<file path="src/rtl/jedro_1_trap_ctrl.sv">
// Trap controller: sequences exception entry (flush, CSR write, vector jump)
// and MRET return (flush plus jump to mepc) for the jedro_1 core.
module jedro_1_trap_ctrl (
    input  logic        clk_i,
    input  logic        rst_i,
    input  logic        illegal_instr_i,
    input  logic        ecall_i,
    input  logic        ebreak_i,
    input  logic        mret_i,
    input  logic [31:0] instr_addr_i,
    input  logic [31:0] instr_i,
    input  logic [31:0] mtvec_i,
    input  logic [31:0] mepc_i,
    output logic        busy_o,
    output logic        flush_o,
    output logic        trap_we_o,
    output logic [31:0] mepc_o,
    output logic [31:0] mcause_o,
    output logic [31:0] mtval_o,
    output logic        jmp_o,
    output logic [31:0] jmp_addr_o
);
    typedef enum logic [2:0] {IDLE, FLUSH, CSR_WR, JUMP, RET} state_t;

    state_t      state_q;
    logic        busy_q, flush_q, we_q, jmp_q, ret_q;
    logic [31:0] mepc_q, mcause_q, mtval_q;
    logic        exc;
    logic [31:0] mcause_d, mtval_d;

    assign exc = illegal_instr_i | ebreak_i | ecall_i;

    // Only one cause is latched: illegal wins over ebreak, ebreak over ecall.
    always_comb begin
        mcause_d = 32'd11;
        mtval_d  = 32'd0;
        if (illegal_instr_i) begin
            mcause_d = 32'd2;
            mtval_d  = instr_i;
        end else if (ebreak_i) begin
            mcause_d = 32'd3;
        end
    end

    always_ff @(posedge clk_i) begin
        if (rst_i) begin
            state_q  <= IDLE;
            busy_q   <= 1'b0;
            flush_q  <= 1'b0;
            we_q     <= 1'b0;
            jmp_q    <= 1'b0;
            ret_q    <= 1'b0;
            mepc_q   <= 32'd0;
            mcause_q <= 32'd0;
            mtval_q  <= 32'd0;
        end else begin
            flush_q <= 1'b0;
            we_q    <= 1'b0;
            jmp_q   <= 1'b0;
            ret_q   <= 1'b0;
            case (state_q)
                IDLE: begin
                    if (exc) begin
                        mepc_q   <= {instr_addr_i[31:2], 2'b00};
                        mcause_q <= mcause_d;
                        mtval_q  <= mtval_d;
                        state_q  <= FLUSH;
                        busy_q   <= 1'b1;
                        flush_q  <= 1'b1;
                    end else if (mret_i) begin
                        state_q <= RET;
                        busy_q  <= 1'b1;
                        flush_q <= 1'b1;
                        jmp_q   <= 1'b1;
                        ret_q   <= 1'b1;
                    end else begin
                        busy_q <= 1'b0;
                    end
                end
                FLUSH: begin
                    state_q <= CSR_WR;
                    we_q    <= 1'b1;
                end
                CSR_WR: begin
                    state_q <= JUMP;
                    jmp_q   <= 1'b1;
                end
                default: begin
                    state_q <= IDLE;
                    busy_q  <= 1'b0;
                end
            endcase
        end
    end

    assign busy_o    = busy_q;
    assign flush_o   = flush_q;
    assign trap_we_o = we_q;
    assign jmp_o     = jmp_q;
    assign mepc_o    = mepc_q;
    assign mcause_o  = mcause_q;
    assign mtval_o   = mtval_q;

    // Target is taken live so a CSR update landing just before the jump is used.
    always_comb begin
        jmp_addr_o = 32'd0;
        if (jmp_q)
            jmp_addr_o = ret_q ? {mepc_i[31:2], 2'b00} : {mtvec_i[31:2], 2'b00};
    end
endmodule

</file>
<file path="config.mk">
export PLATFORM = sky130hd
export DESIGN_NAME = jedro_1_trap_ctrl
export DESIGN_NICKNAME = d
export VERILOG_FILES = /design/src/rtl/jedro_1_trap_ctrl.sv
export SDC_FILE = /design/constraint.sdc
export NUM_CORES = 1
export LEC_CHECK = 0
export BUFFER_PORTS_ARGS = -buffer_cell sky130_fd_sc_hd__buf_2
export CORE_AREA = 2 2 104 106
export CTS_CLUSTER_DIAMETER = 50
export DETAILED_ROUTE_END_ITERATION = 10
export DIE_AREA = 0 0 106 108
export PLACE_DENSITY = 0.74
export SLEW_MARGIN = 20
export SYNTH_ARGS = -nofsm -noshare
export SYNTH_HDL_FRONTEND = slang
export SYNTH_SLANG_ARGS = --single-unit
</file>
<file path="constraint.sdc">
create_clock -name clk_i -period 1.31 [get_ports clk_i]
set_input_delay 0.131 -clock clk_i [delete_from_list [all_inputs] [get_ports clk_i]]
set_output_delay 0.131 -clock clk_i [all_outputs]
set_load 0.01 [all_outputs]
</file>
==> run metrics, run 1 <==
Synth area leader=dfxtp_1; ys flop type=dfxtp_1; R2R Setup Slk=about 0.010 ns; antenna violations before repair=0; top-area cell type share of the netlist area=42.5%; wire length per cell=~16 um; Leakage=about 2.6 nW; cells after synthesis=between 300 and 400; Core Util, Final=between 50 and 60%; minimum clock period=1.47 ns; vias post-DR=approximately 3700; number of I/O pins=266; Die ar.=about 11000 um2; RSZ-0062 raised after global routing=yes; final period utilization=113%; worst skew pair latency=between 0.3 and 0.4 ns; fin nets=752; cell row count=37; Final setup viols=30; Buffers on Ports=between 200 and 250; syn avg cell area=roughly 9.5 um2; Clock Tree Buf Depth=2; Final HPWL DP=a little over 8 mm; register area share after synthesis=between 40% and 50%; Slew Viols, Final=0; Synth cell types=30; register bit total from synthesis=73; CTS buffer count=9; Pre-antenna DRT Iters=4; start of the worst register-to-register path=state_q[0]; vias in the first global route=~3600; Largest stage delay, worst path=~0.42 ns; setup slack after layout=-0.164 ns; Critical Path Fanout Max=8; Worst Skew=a little over 0.008 ns; final hold vios=0; Worst EP required=1.18 ns; post-route antenna net violation count=0; Post-Place Cells=approximately 710; GRT Total Usage=19.3%; Overflow after GRT=0; hold path endpoint=mtval_o[5]; Worst VDD drop=0.000991 V; HP Class=input pin to flop; Worst Reg-to-Reg Cells=4; clk slew on worst S/H paths=~0.080 ns; Die Ht=roughly 110 um; slowest CP cell=dfxtp_4; CTS H-tree depth=3; layout cells sized above 1=46.1%; CP endpoint kind=output port; Die Width=106 um; f_max=678 MHz; max_cap viols=0; arrival time of the worst setup path=around 1.3 ns; CP Cell Sequence=buf_12 > mux2i_1 > nor2b_1 > buf_2; setup TNS=-4.48 ns; P per Cell Area=1130 nW/um2; Async S/R FF share, synth=0%; GPL Wtd Cong=around 0.75; Post-Syn Area=~3400 um2; status=complete, but fails checks; Post-synth EDFFs=0; WS Path Type=flop to output port; Initial Utilization=33.6%; largest net degree at the start of global routing=33; # DRC=0; Post-synth top cells=73 x dfxtp_1, 33 x a21oi_1, 33 x buf_4, 32 x a22o_1; hold path depth=2; core area=10200 um2; drt total wl=12.2 mm; FF-to-FF End=mtval_o[31]; cell with the most instances after synthesis=dfxtp_1; Design Power=6.04 mW; CTS tree=yes; clock root buffer=clkbuf_8; clock sink count=73; Hold Path Origin=instr_i[5]; drt initial violations=about 200; synthesis-to-finish area growth=55.7%; top cells by area, synth=dfxtp_1 43%, mux2i_1 8.7%, a22o_1 8.2%; first-pass GRT wire length=approximately 17 mm; Post-Layout Cell Count=around 760; violated checks=setup timing; Ys Warns=0; startpoint class of the critical path=flop; via/cell ratio=around 4.9; Antenna Diode Count=0
## routing by layer
layer  wire length (um)  global-route usage (%)
met5                  0                       0
met3               1000                    5.79
met2               6450                    37.9
met4                195                    4.70
met1               4550                    19.9
## power by group
group	leakage, nW	internal (mW)	total [mW]	switching (mW)
registers	0.602	2.41	2.52	0.115
logic	1.87	0.706	1.45	0.742
clock network	0.119	1.16	2.07	0.912
## cell type report
type | count | area (um2)
clock inverters | 6 | 97.6
well taps | 136 | 170
clock buffers | 10 | 138
inverters | 1 | 3.75
repair buffers | 286 | 1790
fillers | 947 | 4880
flip-flops and latches | 73 | 1470
multi-input cells | 247 | 1680
## cells by family (layout without fill, tap and decap cells)
| family | count (synthesis) | in the layout | synth area share (%) |
|---|---|---|---|
| flops | 73 | 73 | 42.5 |
| compound gates | 100 | 100 | 21.9 |
| other cells | 1 | 33 | 0.109 |
| xor+xnor | 1 | 1 | 0.255 |
| mux | 30 | 30 | 8.74 |
| simple gates | 83 | 83 | 13.4 |
| buf+inv | 74 | 303 | 13.1 |
## through the flow
stage                     hold WS, ns  setup slack (ns)  cell area [um2]
final                          0.0224            -0.164             5350
after global routing          0.00652            -0.261             5350
after CTS                   0.0000806            -0.220             5220
after detailed placement        0.344           -0.0794             4640
after global placement          0.340           -0.0340             4640
after floorplan                 0.242            0.0241             3560
## critical path: cells and delay by family, from the launching register on
kind	cells	cell delay, ns
buf+inv	2	0.30
flops	1	0.42
mux	1	0.21
simple gates	1	0.06
## layout by cell type (no fill, tap or decap), types with 3 or more instances in the layout
cell	count
buf_6	4
mux2i_1	29
dfxtp_1	69
nand2_1	3
nand3_1	29
buf_2	226
nor3_1	3
buf_12	3
clkbuf_16	3
buf_4	19
a21oi_1	31
dlygate4sd3_1	29
a22o_1	32
clkbuf_8	10
o41ai_1	29
nor2b_1	30
dfxtp_4	3
conb_1	33
nor2_1	9
## worst max path at each step
stage	start	end
after detailed placement	illegal_instr_i	mtval_o[31]
after CTS	ret_q	jmp_addr_o[12]
after global placement	illegal_instr_i	busy_o
after floorplan	state_q[1]	mtval_o[0]
final	ret_q	jmp_addr_o[17]
after global routing	ret_q	jmp_addr_o[23]
## registers in the layout (all words and copies together) (netlist names)
register,cells
mtval_o,32
mepc_o,30
trap_we_o,1
mcause_o,3
flush_o,1
busy_o,1
jmp_o,1
ret_q,1
state_q,3
## repair_timing
| item | 4_1_cts | 5_1_grt |
|---|---|---|
| hold buffers | 27 | 2 |
| pin swaps | 2 | 31 |
| hold endpoints to repair | 27 | 2 |
| gates resized for setup | 7 | 13 |
| setup buffers | 1 | 0 |
| gates cloned | 2 | 3 |
| setup endpoints to repair | 62 | 60 |
Note: power is estimated with default switching activity, not from simulation.
==> inputs of run 2 (changes only) <==
--- a/config.mk
+++ b/config.mk
@@ -6,10 +6,12 @@
 export NUM_CORES = 1
 export LEC_CHECK = 0
 export BUFFER_PORTS_ARGS = -buffer_cell sky130_fd_sc_hd__buf_2
+export CAP_MARGIN = 20
 export CORE_AREA = 2 2 104 106
 export CTS_CLUSTER_DIAMETER = 50
 export DETAILED_ROUTE_END_ITERATION = 10
 export DIE_AREA = 0 0 106 108
+export GPL_TIMING_DRIVEN = 0
 export PLACE_DENSITY = 0.74
 export SLEW_MARGIN = 20
 export SYNTH_ARGS = -nofsm -noshare
==> run 2 against run 1 <==
Combinational power up 15%. Hold slack worse by 0.0089 ns. Largest cell class unchanged. Via count up 3.9%. Sequential cell count unchanged. Global-route usage up 0.81 points. Clock power down 6%. The flow still finishes with violations (setup timing). Sequential share of layout area down 2.5 points. Register-to-register slack worse by 0.06 ns. Largest power group unchanged. Core utilization up 5.0 points.
==> run metrics, run 2 (same netlist as run 1, synthesis figures left out) <==
Worst Reg-to-Reg Cells=4 (unchanged); Post-Place Cells=755 (+6.6%); Core Util, Final=57.3% (+5.0 points); number of I/O pins=266 (unchanged); post-route antenna net violation count=0 (unchanged); CTS H-tree depth=3 (unchanged); R2R Setup Slk=-0.05 ns (-0.06 ns); Overflow after GRT=0 (unchanged); final hold vios=0 (unchanged); drt initial violations=137 (-32%); layout cells sized above 1=53.5% (+7.4 points); via/cell ratio=4.81 (-2.1%); Buffers on Ports=225 (-0.44%); Die Width=106 um (unchanged); vias post-DR=3877 (+3.9%); first-pass GRT wire length=18.2 mm (+4.9%); largest net degree at the start of global routing=13 (-61%); clock sink count=73 (unchanged); final period utilization=110% (-2.4 points); CP endpoint kind=output port; WS Path Type=flop to output port; GRT Total Usage=20.1% (+0.81 points); setup slack after layout=-0.133 ns (+0.0312 ns); post-route cell area=5860 um2 (+9.6%); max reg flops=32 (unchanged); Post-Place Setup Slack=-0.366 ns (-0.287 ns); Worst EP required=1.18 ns (about the same); DP Area=4860 um2 (+4.6%); Final setup viols=61 (+100%); Clock Tree Buf Depth=2 (unchanged); vias in the first global route=3785 (+6.1%); startpoint class of the critical path=flop; crit path to=jmp_addr_o[31]; Final HPWL DP=8.80 mm (+7.2%); start of the worst register-to-register path=state_q[0]; max_cap viols=0 (unchanged); Leakage=2.94 nW (+13%); wire length per cell=15.7 um (-2.4%); HP Class=input pin to flop; f_max=693 MHz (+2.2%); Post-Layout Cell Count=806 (+6.2%); Worst Skew=0.0103 ns (+0.00217 ns); P per Cell Area=1050 nW/um2 (-7.0%); GPL Wtd Cong=0.784 (+3.8%); Setup crit start=ret_q; # DRC=0 (unchanged); CTS buffer count=9 (unchanged); Pre-antenna DRT Iters=4 (unchanged); antenna violations before repair=1 (+1); Die ar.=11400 um2 (unchanged); violated checks=setup timing; Critical Path Fanout Max=10 (+2); RSZ-0062 raised after global routing=yes; Die Ht=108 um (unchanged); worst skew pair latency=0.34 ns (about the same); Slew Viols, Final=0 (unchanged); multi-input logic area=1950 um2 (+16%); synthesis-to-finish area growth=70.6%; most common cell after layout, fill and taps aside=buf_2; arrival time of the worst setup path=1.31 ns (-0.03 ns); status=complete, but fails checks; minimum clock period=1.44 ns (-0.0312 ns); Fillers=903 (-4.6%); cell row count=37 (unchanged); Worst VDD drop=0.000820 V (-17%); drt total wl=12.6 mm (+3.7%); commonest non-fill, non-tap cells in the layout=230 x buf_2, 69 x dfxtp_1, 45 x buf_4; clock root buffer=clkbuf_8; Worst Tran Pin Value=about 0.63 ns; Initial Utilization=33.6% (unchanged); core area=10200 um2 (unchanged); Reg area=1470 um2 (-0.17%); relative slew slack=58.0%; fin nets=799 (+6.3%); FF-to-FF End=mtval_o[9]; CTS tree=yes; Hold Slack=0.0135 ns (-0.00890 ns); clk slew on worst S/H paths=0.07 ns (about the same)
[run 2: through the flow]
stage,power (mW),setup TNS [ns]
after floorplan,3.33,0
after global placement,3.85,-13.24
after detailed placement,3.89,-15.97
after CTS,5.97,-4.76
after global routing,6.44,-7.64
final,6.15,-3.56
[run 2: per-layer routing]
metal	track usage (%)	wire length (um)
met1	21.1	4700
met2	37.8	6680
met3	6.57	1070
met4	6.58	191
met5	0	0
[run 2: how the worst min path moves through the flow]
| stage | start | endpoint | cells after the start |
|---|---|---|---|
| after floorplan | illegal_instr_i | mcause_o[0] | 1 |
| after global placement | instr_i[14] | mtval_o[14] | 2 |
| after detailed placement | instr_i[21] | mtval_o[21] | 2 |
| after CTS | instr_i[15] | mtval_o[15] | 2 |
| after global routing | instr_i[15] | mtval_o[15] | 2 |
| final | instr_i[15] | mtval_o[15] | 2 |
[run 2: worst max-delay path: stages (launching register included)]
cell and delay [ns]:
dfxtp_4 0.40, buf_12 0.15, mux2i_2 0.23, nor2b_1 0.07, buf_2 0.14
[run 2: area by class of cell]
cell class | instances | area share [%]
multi-input cells | 247 | 33.3
repair buffers | 263 | 25.6
flip-flops and latches | 73 | 25.1
plain buffers | 70 | 9.33
well taps | 136 | 2.90
clock buffers | 11 | 2.41
clock inverters | 4 | 1.30
inverters | 1 | 0.0640
diodes | 1 | 0.0427
[run 2: where the power goes]
group	switching (mW)	total (mW)	internal, mW
clock	0.831	1.95	1.12
combinational	0.832	1.67	0.837
sequential	0.126	2.53	2.41
[run 2: timing repair]
item                       4_1_cts  5_1_grt
setup endpoints to repair       94       90
resized for setup               40       74
pin swaps                       32        5
hold endpoints to repair        29        0
hold buffers                    29        0
gates cloned                     3        0
buffers inserted                 3        3
